==> src/rtl/gray_step_tracker_pkg.sv <==
// Shared definitions for the Gray position tracker: FSM encodings and Gray width.
package gray_step_tracker_pkg;

    localparam int GRAY_W = 3;

    typedef enum logic [1:0] {
        INIT  = 2'b00,
        TRACK = 2'b01,
        FAULT = 2'b10
    } state_e;

endpackage

==> src/rtl/gray_step_tracker_gray2bin.sv <==
// Combinational 3-bit reflected Gray to binary converter.
module gray2bin
    import gray_step_tracker_pkg::*;
(
    input  logic [GRAY_W-1:0] gray_i,
    output logic [GRAY_W-1:0] bin_o
);

    always_comb begin
        bin_o[2] = gray_i[2];
        bin_o[1] = gray_i[2] ^ gray_i[1];
        bin_o[0] = gray_i[2] ^ gray_i[1] ^ gray_i[0];
    end

endmodule

==> src/rtl/gray_step_tracker.sv <==
// Tracks a 3-bit Gray position: emits up/down step pulses, counts revolutions,
// and latches into FAULT on any non-adjacent jump until cleared.
module gray_step_tracker
    import gray_step_tracker_pkg::*;
#(
    parameter int REV_W = 8
) (
    input  logic              clk,
    input  logic              reset,
    input  logic              en,
    input  logic [GRAY_W-1:0] gray_in,
    input  logic              clr_fault,
    output logic [GRAY_W-1:0] bin_out,
    output logic              pos_valid,
    output logic              step,
    output logic              dir,
    output logic              err,
    output logic              fault,
    output logic [REV_W-1:0]  rev_count
);

    state_e              state_q, state_d;
    logic [GRAY_W-1:0]   bin_q, bin_d;
    logic                step_q, step_d;
    logic                dir_q, dir_d;
    logic                err_q, err_d;
    logic [REV_W-1:0]    rev_q, rev_d;

    logic [GRAY_W-1:0]   bin_new;
    logic [GRAY_W-1:0]   diff;

    gray2bin u_gray2bin (
        .gray_i (gray_in),
        .bin_o  (bin_new)
    );

    // Modulo-8 distance decides the move: 1 = up, 7 = down, 0 = hold, else illegal.
    assign diff = bin_new - bin_q;

    always_comb begin
        state_d = state_q;
        bin_d   = bin_q;
        step_d  = 1'b0;
        dir_d   = dir_q;
        err_d   = 1'b0;
        rev_d   = rev_q;
        case (state_q)
            INIT: begin
                if (en) begin
                    bin_d   = bin_new;
                    state_d = TRACK;
                end
            end
            TRACK: begin
                if (en) begin
                    case (diff)
                        3'd0: ;
                        3'd1: begin
                            step_d = 1'b1;
                            dir_d  = 1'b1;
                            bin_d  = bin_new;
                            if (bin_q == 3'd7) rev_d = rev_q + 1'b1;
                        end
                        3'd7: begin
                            step_d = 1'b1;
                            dir_d  = 1'b0;
                            bin_d  = bin_new;
                            if (bin_q == 3'd0) rev_d = rev_q - 1'b1;
                        end
                        default: begin
                            err_d   = 1'b1;
                            state_d = FAULT;
                        end
                    endcase
                end
            end
            FAULT: begin
                // A sample arriving with the clear is dropped; INIT re-acquires later.
                if (clr_fault) state_d = INIT;
            end
            default: state_d = INIT;
        endcase
    end

    always_ff @(posedge clk) begin
        if (reset) begin
            state_q <= INIT;
            bin_q   <= '0;
            step_q  <= 1'b0;
            dir_q   <= 1'b1;
            err_q   <= 1'b0;
            rev_q   <= '0;
        end else begin
            state_q <= state_d;
            bin_q   <= bin_d;
            step_q  <= step_d;
            dir_q   <= dir_d;
            err_q   <= err_d;
            rev_q   <= rev_d;
        end
    end

    assign bin_out   = bin_q;
    assign pos_valid = (state_q == TRACK);
    assign fault     = (state_q == FAULT);
    assign step      = step_q;
    assign dir       = dir_q;
    assign err       = err_q;
    assign rev_count = rev_q;

endmodule
==> config.mk <==
export PLATFORM = sky130hd
export DESIGN_NAME = gray_step_tracker
export DESIGN_NICKNAME = d
export VERILOG_FILES = /design/src/rtl/gray_step_tracker_pkg.sv /design/src/rtl/gray_step_tracker_gray2bin.sv /design/src/rtl/gray_step_tracker.sv
export SDC_FILE = /design/constraint.sdc
export NUM_CORES = 1
export LEC_CHECK = 0
export ABC_AREA = 1
export ABC_CLOCK_PERIOD_IN_PS = 3900
export BUFFER_PORTS_ARGS = -buffer_cell sky130_fd_sc_hd__buf_2
export CAP_MARGIN = 10
export CORE_MARGIN = 1
export CORE_UTILIZATION = 50
export CTS_CLUSTER_SIZE = 12
export DETAILED_ROUTE_END_ITERATION = 8
export HOLD_SLACK_MARGIN = 0.12
export PLACE_DENSITY = 0.74
export SETUP_SLACK_MARGIN = 0.1
export SLEW_MARGIN = 20
export SYNTH_ARGS = -nofsm -noshare
export SYNTH_HDL_FRONTEND = slang
export SYNTH_SLANG_ARGS = --single-unit
==> constraint.sdc <==
create_clock -name clk -period 3.9 [get_ports clk]
set_input_delay 0.195 -clock clk [delete_from_list [all_inputs] [get_ports clk]]
set_output_delay 0.195 -clock clk [all_outputs]
set_load 0.005 [all_outputs]
---- Yosys cells after proc, flatten, opt, wreduce, memory -nomap -nowiden ----
Index checks and enable logic that the tools add are counted.
cells by class
  $add $sub $neg .......................... 3
  equality and inequality tests ........... 12
  mux-type cells .......................... 15
  bitwise operators ....................... 4
  reductions and logical operators ........ 12
operators by type and width
  operator             number
  $mux 8               2
  $pmux 8 s2           1
  $ne 2x2->1 const B   7
  $mux 3               3
  $add 8x1->8 const B  1
  $mux 2               4
  $reduce_and 4->1     2
  $sub 8x1->8 const B  1
  $eq 3x3->1 const B   2
  $logic_not 3->1      2
  $pmux 2 s3           1
  $pmux 3 s2           1
  $reduce_or 3->1      2
  $reduce_and 5->1     1
  $reduce_bool 2->1    2
  $eq 3x1->1 const B   1
  $reduce_and 3->1     1
  $sub 3x3->3          1
  $eq 2x1->1 const B   1
  $eq 2x2->1 const B   1
  $logic_not 2->1      1
  $mux 1               2
  $not 1->1            2
  $pmux 1 s2           1
  2 further kinds      3
word-level totals
  register bits ........................... 16
  bits of input ports ..................... 7
  output and inout port bits .............. 16

---- Depth between registers and ports, before layout ----
Gate-level depths: netlist of run 1.
  depth in word-level cells ............... 8
  depth in mapped cells ................... 20
  mapped depth without buffers ............ 20

---- Cells and area by module ----
From an unflattened synthesis of run 1, not the netlist that was laid out.
second synthesis, totals
  cells, all modules ...................... 171
  area, all modules ....................... 1,192.4 um^2
by module, submodules not included
  module             times used  cells each  area an instance (um^2)  seq. area each (um^2)
  gray_step_tracker  1           159         1,141.1                  320.3
  gray2bin           1           12          51.3                     0.0

---- Least setup slack after synthesis of run 1 ----
Ideal clock, no wire load.
  kind .................................... in2reg
  start ................................... input port gray_in[2]
  end ..................................... register rev_q[7], in the netlist rev_count[7]
  arrival time ............................ 3.029 ns
  data required time ...................... 3.830 ns
  slack ................................... 0.801 ns
  stages on the path ...................... 17
  buffers on the path ..................... 0
  path through ............................ xnor2_1 xnor2_1 inv_1 ha_1 fa_1 nor2_1 nand3_4 inv_1 ha_1 or2_2 nand2_1 nor2_1 nor2_1 nand3_1 nand2_1 nand3_1 a21oi_1
between the ends
  word-level cells in the longest chain between the ends .. 6
  elaborated cells on any way between the ends .. 10
  classes of those cells .................. add/sub: 1; eq/ne: 4; mux: 1; bitwise: 2; reduce/logical: 2
ends and longest elaborated chain
  element                                                           RTL line                                                            text
  from (decl)                                                       gray_step_tracker.sv:11                                             input logic [GRAY_W-1:0] gray_in,
  $xor 1x1->1                                                       gray_step_tracker_gray2bin.sv:11, gray_step_tracker_gray2bin.sv:12
  $xor 1x1->1                                                       gray_step_tracker_gray2bin.sv:12                                    bin_o[0] = gray_i[2] ^ gray_i[1] ^ gray_i[0];
  $sub 3x3->3 *                                                     gray_step_tracker.sv:38                                             assign diff = bin_new - bin_q;
  $eq 3x3->1 or $eq 3x1->1 (tied branches)                          gray_step_tracker.sv:56                                             case (diff)
  $ne 2x2->1 (no source line) or $reduce_bool 2->1 (tied branches)  --
  $reduce_and 5->1 (no source line)                                 --
  to (signal assigned)                                              gray_step_tracker.sv:99                                             rev_q <= rev_d;
  to (decl)                                                         gray_step_tracker.sv:27                                             logic [REV_W-1:0] rev_q, rev_d;
Every way passes the cells marked *; elsewhere a longest branch is shown, timed or not.
A chain may end at the register's enable or synchronous reset.

---- Worst setup path after layout of run 1 ----
Ends and elaborated chain as after synthesis.

==> results of run 1 <==
==> repair_timing <==
action                                 CTS  global route
endpoints found under the hold margin    2             0
hold buffers                             1             0
setup buffers                            0             0
==> stage by stage <==
stage	worst slack, ns	cells	power [W]
global route	0.342	211	0.000523
finish	0.625	211	0.000489
floorplan	0.801	158	0.000336
detailed placement	0.320	206	0.000374
CTS	0.611	211	0.000492
global placement	0.456	206	0.000369
==> final cells by class <==
type	instances	area [µm²]	share of cell area, %
Multi-Input combinational cell	117	719	54.6
Tap cell	28	35.0	2.66
Inverter	23	86.3	6.55
Sequential cell	16	320	24.3
Clock buffer	4	36.3	2.75
Timing Repair Buffer	23	120	9.12
==> kinds of logic (layout without fill, tap and decap cells) <==
kind of cell               count (synthesis)  in the layout  share of synthesized area (%)
and+or+nand+nor                           78             78                           33.6
buffers and inverters                     25             50                           9.77
AOI/OAI and AO/OA                         23             23                           12.5
DFF                                       16             16                           27.8
adders and majority gates                  9              9                           11.1
xor gates and xnor gates                   7              7                           5.32
==> worst max-delay path by stage <==
stage,end,slack [ns],cells after the start
after floorplan,rev_count[7]$_SDFFE_PP0P_,0.80,17
after global placement,rev_count[7]$_SDFFE_PP0P_,0.46,18
after detailed placement,rev_count[7]$_SDFFE_PP0P_,0.32,18
after CTS,rev_count[7]$_SDFFE_PP0P_,0.61,18
after global routing,rev_count[7]$_SDFFE_PP0P_,0.34,18
final,rev_count[7]$_SDFFE_PP0P_,0.63,18
==> Yosys cell counts (all sizes together) <==
master,n,area share (%)
a21oi,12,6.2
buf,2,2.3
dfxtp,16,28
fa,2,3.5
ha,7,7.6
inv,23,7.5
nand2,42,17
nand3,9,5.4
nand3b,1,0.65
nand4,2,1.1
nor2,23,9.1
o211ai,1,0.65
o21ai,10,5.6
or2,1,0.54
xnor2,3,2.3
xor2,4,3.0
==> routing by layer <==
metal	share of wire, %	routed length, µm
met3	3.7	82
met2	47	1030
met5	0	0
met1	48	1060
met4	1.9	41
==> sequential cells by signal, summed over array words and instances (netlist names) <==
signal and cells:
err 1, rev_count 8, step 1, bin_out 3, dir 1, state_q 2
==> power groups by stage <==
| stage | Sequential (W) | Combinational, W | Clock, W |
|---|---|---|---|
| CTS | 0.000187 | 0.000186 | 0.000120 |
| detailed placement | 0.000190 | 0.000184 | 0 |
| floorplan | 0.000190 | 0.000146 | 0 |
| finish | 0.000187 | 0.000185 | 0.000118 |
| global route | 0.000189 | 0.000210 | 0.000125 |
| global placement | 0.000190 | 0.000179 | 0 |
==> worst max-delay path, delay by kind of cell <==
kind	cells	cell delay, ns
buffers and inverters	3	0.42
adder cells (fa/ha/maj)	3	0.98
XOR/XNOR	2	0.54
AO/OA/AOI/OAI	1	0.12
AND/OR/NAND/NOR	9	1.27
==> out/qor.yml, run 1 <==
status: "complete, no violations"
clk_pin_slew_ns: 0.11
grt_pass1_wl_mm: 3.87
period_share_pct: 84.0
hold_end: "state_q[1]$_SDFFE_PP0P_"
grt_use_met3_pct: 3.09
p_comb_share_pct: 37.8
reg2reg_to: "rev_count[7]$_SDFFE_PP0P_"
grt-ovfl-total: 0
p_per_area_nw_per_um2: 371
final_common_cell: "nand2_1"
vdd_drop_max_mv: 0.198
syn_inst: 158
tightest_slew_ns: 0.483
die-width_um: 50.0
drv_cap: 0
skew_ns: 0.00116
timing.fmax_mhz: 305
wl_per_cell_um: 10.5
drt-total-wl_mm: 2.21
critPathRequiredTime_ns: 4.14
synth.avg_cell_area_um2: 7.29
port_buffers: 22
drtIter0Drc: 17
vias: 1039
via_per_inst: 4.92
finalSetupViolCount: 0
hold_depth: 3
synth_nets: 174
rr_startpoint: "bin_out[0]$_SDFFE_PP0P_"
grt_pass1_vias: 928
setup-tns-final_ns: 0
seq_area_frac_synth_pct: 27.8
fin_hold_ws_ns: 0.191
start_util_pct: 52.6
min_path_type: "in -> reg"
drv_slew: 0
critPathKind: "in -> reg"
endpoint_kind: "flip-flop"
ff2ff_setup_slack_ns: 0.85
dpl_cell_area_um2: 1270
use_met1_pct: 25.4
hold_viol: 0
cp_max_fo: 7
slowest_delay_ns: 0.48
syn_to_final_growth_pct: 14.3
startpoint: "gray_in[2]"
seq_power_share_pct: 38.1
layout_common_cells: "nand2_1, inv_1, buf_2, nor2_1, dfxtp_1"
nets: 200
cts_tree: "yes"
synthDistinctLibCells: 27
core_area_um2: 2190
routabilityCongestion: 0.810
mappedNetlistArea_um2: 1150
crit_chain: "buf_2 -> xnor2_1 -> xnor2_1 -> inv_1 -> ha_1 -> fa_1 -> nor2_1 -> nand3_4 -> inv_1 -> ha_1 -> or2_2 -> nand2_1 -> nor2_1 -> nor2_1 -> nand3_1 -> nand2_1 -> nand3_1 -> a21oi_1"
p_int_w: 0.000301
p_clk_share_pct: 24.1
drc: 0
antenna_cells: 0
rsz0062_at_grt: "no"
worst_path_most_repeated_cell: "nor2_1"
ys_warn_count: 0
cts-buffers-inserted: 3
utilization_pct: 60.1
finalInstanceArea_um2: 1320
cts-root-buf: "clkbuf_4"
ctsResizeCount: 0
yosys_register_bits: 16
ff2ff_path_depth: 14
grt-busiest-layer: "met2"
grt_max_degree: 14
post-dp-hpwl_mm: 1.73
hp-start: "clr_fault"
period_minus_slack_ns: 3.27
first_pass_iters: 4
max_slew_margin_pct: 67.7
clock_latency_ns: 0.30
power.static_leakage_nw: 0.702
slowest_stage: "fa_1"
p_switching_w: 0.000188
antenna_left: 0
netSwitchingFraction_pct: 38.4
ios: 23
drive_above_1_share_pct: 25.7
fillers: 215
startpoint_type: "primary input"
grt.met2_usage_pct: 34.0
clk_path_buf_depth: 2
antenna_found_initial: 0
cp.arrival_ns: 3.51
clock_sinks: 16
dieHeight_um: 50.0
gr-usage-all-layers_pct: 20.5
die_area_um2: 2500
fp-row-count: 17
cts_max_level: 1
Note: power is estimated with default switching activity, not from simulation.
==> run 2: changes to the inputs <==
Settings changed: ABC_AREA 1 to 0, ABC_CLOCK_PERIOD_IN_PS 3900 to 2700, CORE_UTILIZATION 50 to 48.
Clock period 3.9 ns to 2.7 ns, I/O delays scaled along.
==> out/qor.yml, run 2 <==
final_common_cell: "buf_4"  # was nand2_1
clk_pin_slew_ns: 0.11  # about the same
drv_slew: 0  # unchanged
synth_top_area_cell: "dfxtp_1"  # unchanged
cp_max_fo: 8  # was 7
drv_cap: 0  # unchanged
ios: 23  # unchanged
vias: 1019  # was 1,039
cts-buffers-inserted: 3  # unchanged
layout_common_cells: "buf_4, buf_2, dfxtp_1, nor2_1, inv_1"  # was nand2_1, inv_1, buf_2, nor2_1, dfxtp_1
hold_depth: 4  # was 3
period_minus_slack_ns: 2.77
yosysTopAreaCellShare_pct: 29.6  # was 27.8%
syn_inst: 118  # was 158
yosys_register_bits: 16  # unchanged
reg2reg_to: "rev_count[7]$_SDFFE_PP0P_"  # unchanged
drtIter0Drc: 18  # was 17
drc: 0  # unchanged
netSwitchingFraction_pct: 33.2  # was 38.4%
period_share_pct: 103
hold_end: "state_q[1]$_SDFFE_PP0P_"  # unchanged
ff2ff_setup_slack_ns: -0.07  # was 0.85 ns
die-width_um: 49.5  # was 50.0 µm
grt_max_degree: 22  # was 14
synth_nets: 134  # was 174
hold_viol: 0  # unchanged
startpoint_type: "flip-flop"  # was primary input
timing.fmax_mhz: 361
dieHeight_um: 49.5  # was 50.0 µm
post-place-ws_ns: -0.414  # was 0.320 ns
grt_pass1_vias: 947  # was 928
rr_startpoint: "bin_out[0]$_SDFFE_PP0P_"  # unchanged
async_reset_ff_share_pct: 0  # unchanged
p_int_w: 0.000510  # was 0.000301 W
antenna_left: 0  # unchanged
cp.arrival_ns: 2.97  # was 3.51 ns
cts-root-buf: "clkbuf_4"  # unchanged
grt_pass1_wl_mm: 4.14  # was 3.87 mm
p_clk_share_pct: 22.3  # was 24.1%
syn_to_final_growth_pct: 42.5  # was 14.3%
via_per_inst: 5.28  # was 4.92
mappedNetlistArea_um2: 1080  # was 1150 µm²
clock_sinks: 16  # unchanged
p_comb_share_pct: 43.6  # was 37.8%
drt-total-wl_mm: 2.53  # was 2.21 mm
clk_path_buf_depth: 2  # unchanged
ff2ff_path_depth: 9  # was 14
min_path_type: "in -> reg"  # unchanged
antenna_found_initial: 0  # unchanged
first_pass_iters: 4  # unchanged
rsz0062_at_grt: "yes"  # was no
synth_most_common_cell: "dfxtp_1"  # was nand2_1
critPathKind: "reg -> reg"  # was in -> reg
endpoint_kind: "flip-flop"  # unchanged
hp-start: "clr_fault"  # unchanged
synth_ff_type: "dfxtp_1"  # unchanged
skew_ns: 0.00727  # was 0.00116 ns
ys_warn_count: 0  # unchanged
grt-ovfl-total: 0  # unchanged
cts_tree: "yes"  # unchanged
utilization_pct: 75.6  # was 60.1%
power.static_leakage_nw: 0.678  # was 0.702 nW
nets: 183  # was 200
clock_latency_ns: 0.31  # was 0.30 ns
critPathRequiredTime_ns: 2.90  # was 4.14 ns
core_area_um2: 2040  # was 2190 µm²
max_slew_margin_pct: 72.1  # was 67.7%
fin_ws_ns: -0.0702  # was 0.625 ns
start_util_pct: 53.0  # was 52.6%
p_per_area_nw_per_um2: 495  # was 371 nW/µm²
synthDistinctLibCells: 39  # was 27
port_buffers: 22  # unchanged
wl_per_cell_um: 13.1  # was 10.5 µm
fp-row-count: 16  # was 17
status: "finished, violations left"  # was complete, no violations
post-dp-hpwl_mm: 1.92  # was 1.73 mm
finalSetupViolCount: 2  # was 0
vdd_drop_max_mv: 0.391  # was 0.198 mV
die_area_um2: 2450  # was 2500 µm²
antenna_cells: 0  # unchanged
largest_reg_flops: 8  # unchanged
synthTopCellsByCount: "dfxtp_1, nor2_1, inv_1, ha_1, a21oi_1"  # was nand2_1, inv_1, nor2_1, dfxtp_1, a21oi_1
cts_max_level: 1  # unchanged
violations: "negative setup slack"
yosys-top-cells-area: "dfxtp_1, ha_1, nor2_1, mux2i_1, fa_1"  # was dfxtp_1, nand2_1, ha_1, inv_1, nor2_1
seq_power_share_pct: 34.1  # was 38.1%
p_switching_w: 0.000253  # was 0.000188 W
tightest_slew_ns: 0.416  # was 0.483 ns
synth-edff-count: 0  # unchanged
gr-usage-all-layers_pct: 21.7  # was 20.5%
drive_above_1_share_pct: 45.2  # was 25.7%
routabilityCongestion: 0.822  # was 0.810
seq_area_frac_synth_pct: 29.6  # was 27.8%
synth.avg_cell_area_um2: 9.17  # was 7.29 µm²
[run 2: worst max-delay path: stages (launching register included)]
cell and delay (ns):
dfxtp_4 0.37, ha_4 0.16, fa_2 0.37, xor3_4 0.32, and2_4 0.21, ha_1 0.33, a21oi_1 0.22, o21ai_2 0.11
o31ai_2 0.24, mux2_1 0.34
[run 2: final cells by class]
type | count | area, µm²
Fill cell | 169 | 499
Multi-Input combinational cell | 90 | 808
Sequential cell | 16 | 324
Timing Repair Buffer | 47 | 307
Inverter | 9 | 33.8
Tap cell | 27 | 33.8
Clock buffer | 4 | 36.3
[run 2: worst max-delay path by stage]
stage / startpoint / end / slack [ns] / depth (start not counted)
after CTS: bin_out[0]$_SDFFE_PP0P_ / rev_count[6]$_SDFFE_PP0P_ / -0.03 / 10
after global routing: bin_out[0]$_SDFFE_PP0P_ / rev_count[7]$_SDFFE_PP0P_ / -0.16 / 9
after detailed placement: gray_in[2] / rev_count[6]$_SDFFE_PP0P_ / -0.41 / 13
final: bin_out[0]$_SDFFE_PP0P_ / rev_count[7]$_SDFFE_PP0P_ / -0.07 / 9
after global placement: gray_in[2] / rev_count[6]$_SDFFE_PP0P_ / -0.28 / 13
after floorplan: gray_in[2] / rev_count[6]$_SDFFE_PP0P_ / -0.08 / 12
[run 2: per-layer routing]
| layer | part of all wire (%) | track usage, % | vias to the layer above |
|---|---|---|---|
| met5 | 0 | 0 | - |
| met2 | 49 | 36.3 | 17 |
| met4 | 0.67 | 4.29 | 0 |
| met1 | 47 | 28.8 | 483 |
| li1 | - | - | 517 |
| met3 | 2.6 | 4.63 | 2 |
[run 2: timing repair]
item,CTS,global route
cloned,0,0
resized for setup,7,8
endpoints found under the hold margin,1,0
setup endpoints to repair,3,6
pin swaps,1,3
buffers inserted,0,1
hold buffers,1,0
[run 2: cells by family after synthesis]
logic type      Yosys count  synth area share, %
fa+ha+maj                 9                 11.8
simple gates             38                 18.6
xor+xnor                  8                 8.21
mux                       6                 5.66
compound gates           29                 21.3
flops                    16                 29.6
buf+inv                  12                 4.86
[run 2: power by group through the flow]
stage	Sequential [W]	Combinational, W	Clock, W
floorplan	0.000267	0.000186	0
global placement	0.000263	0.000301	0
detailed placement	0.000264	0.000316	0
CTS	0.000260	0.000324	0.000171
global route	0.000262	0.000361	0.000183
finish	0.000260	0.000333	0.000170
[run 2: metrics by stage]
step,hold slack (ns),cells,total power [W],TNS [ns],area (µm²)
CTS,0.140,192,0.000756,-0.0581,1510
floorplan,0.242,118,0.000453,-0.138,1140
global placement,0.369,187,0.000565,-0.852,1440
global route,0.176,193,0.000807,-0.444,1540
detailed placement,0.378,187,0.000580,-2.39,1440
finish,0.142,193,0.000763,-0.124,1540
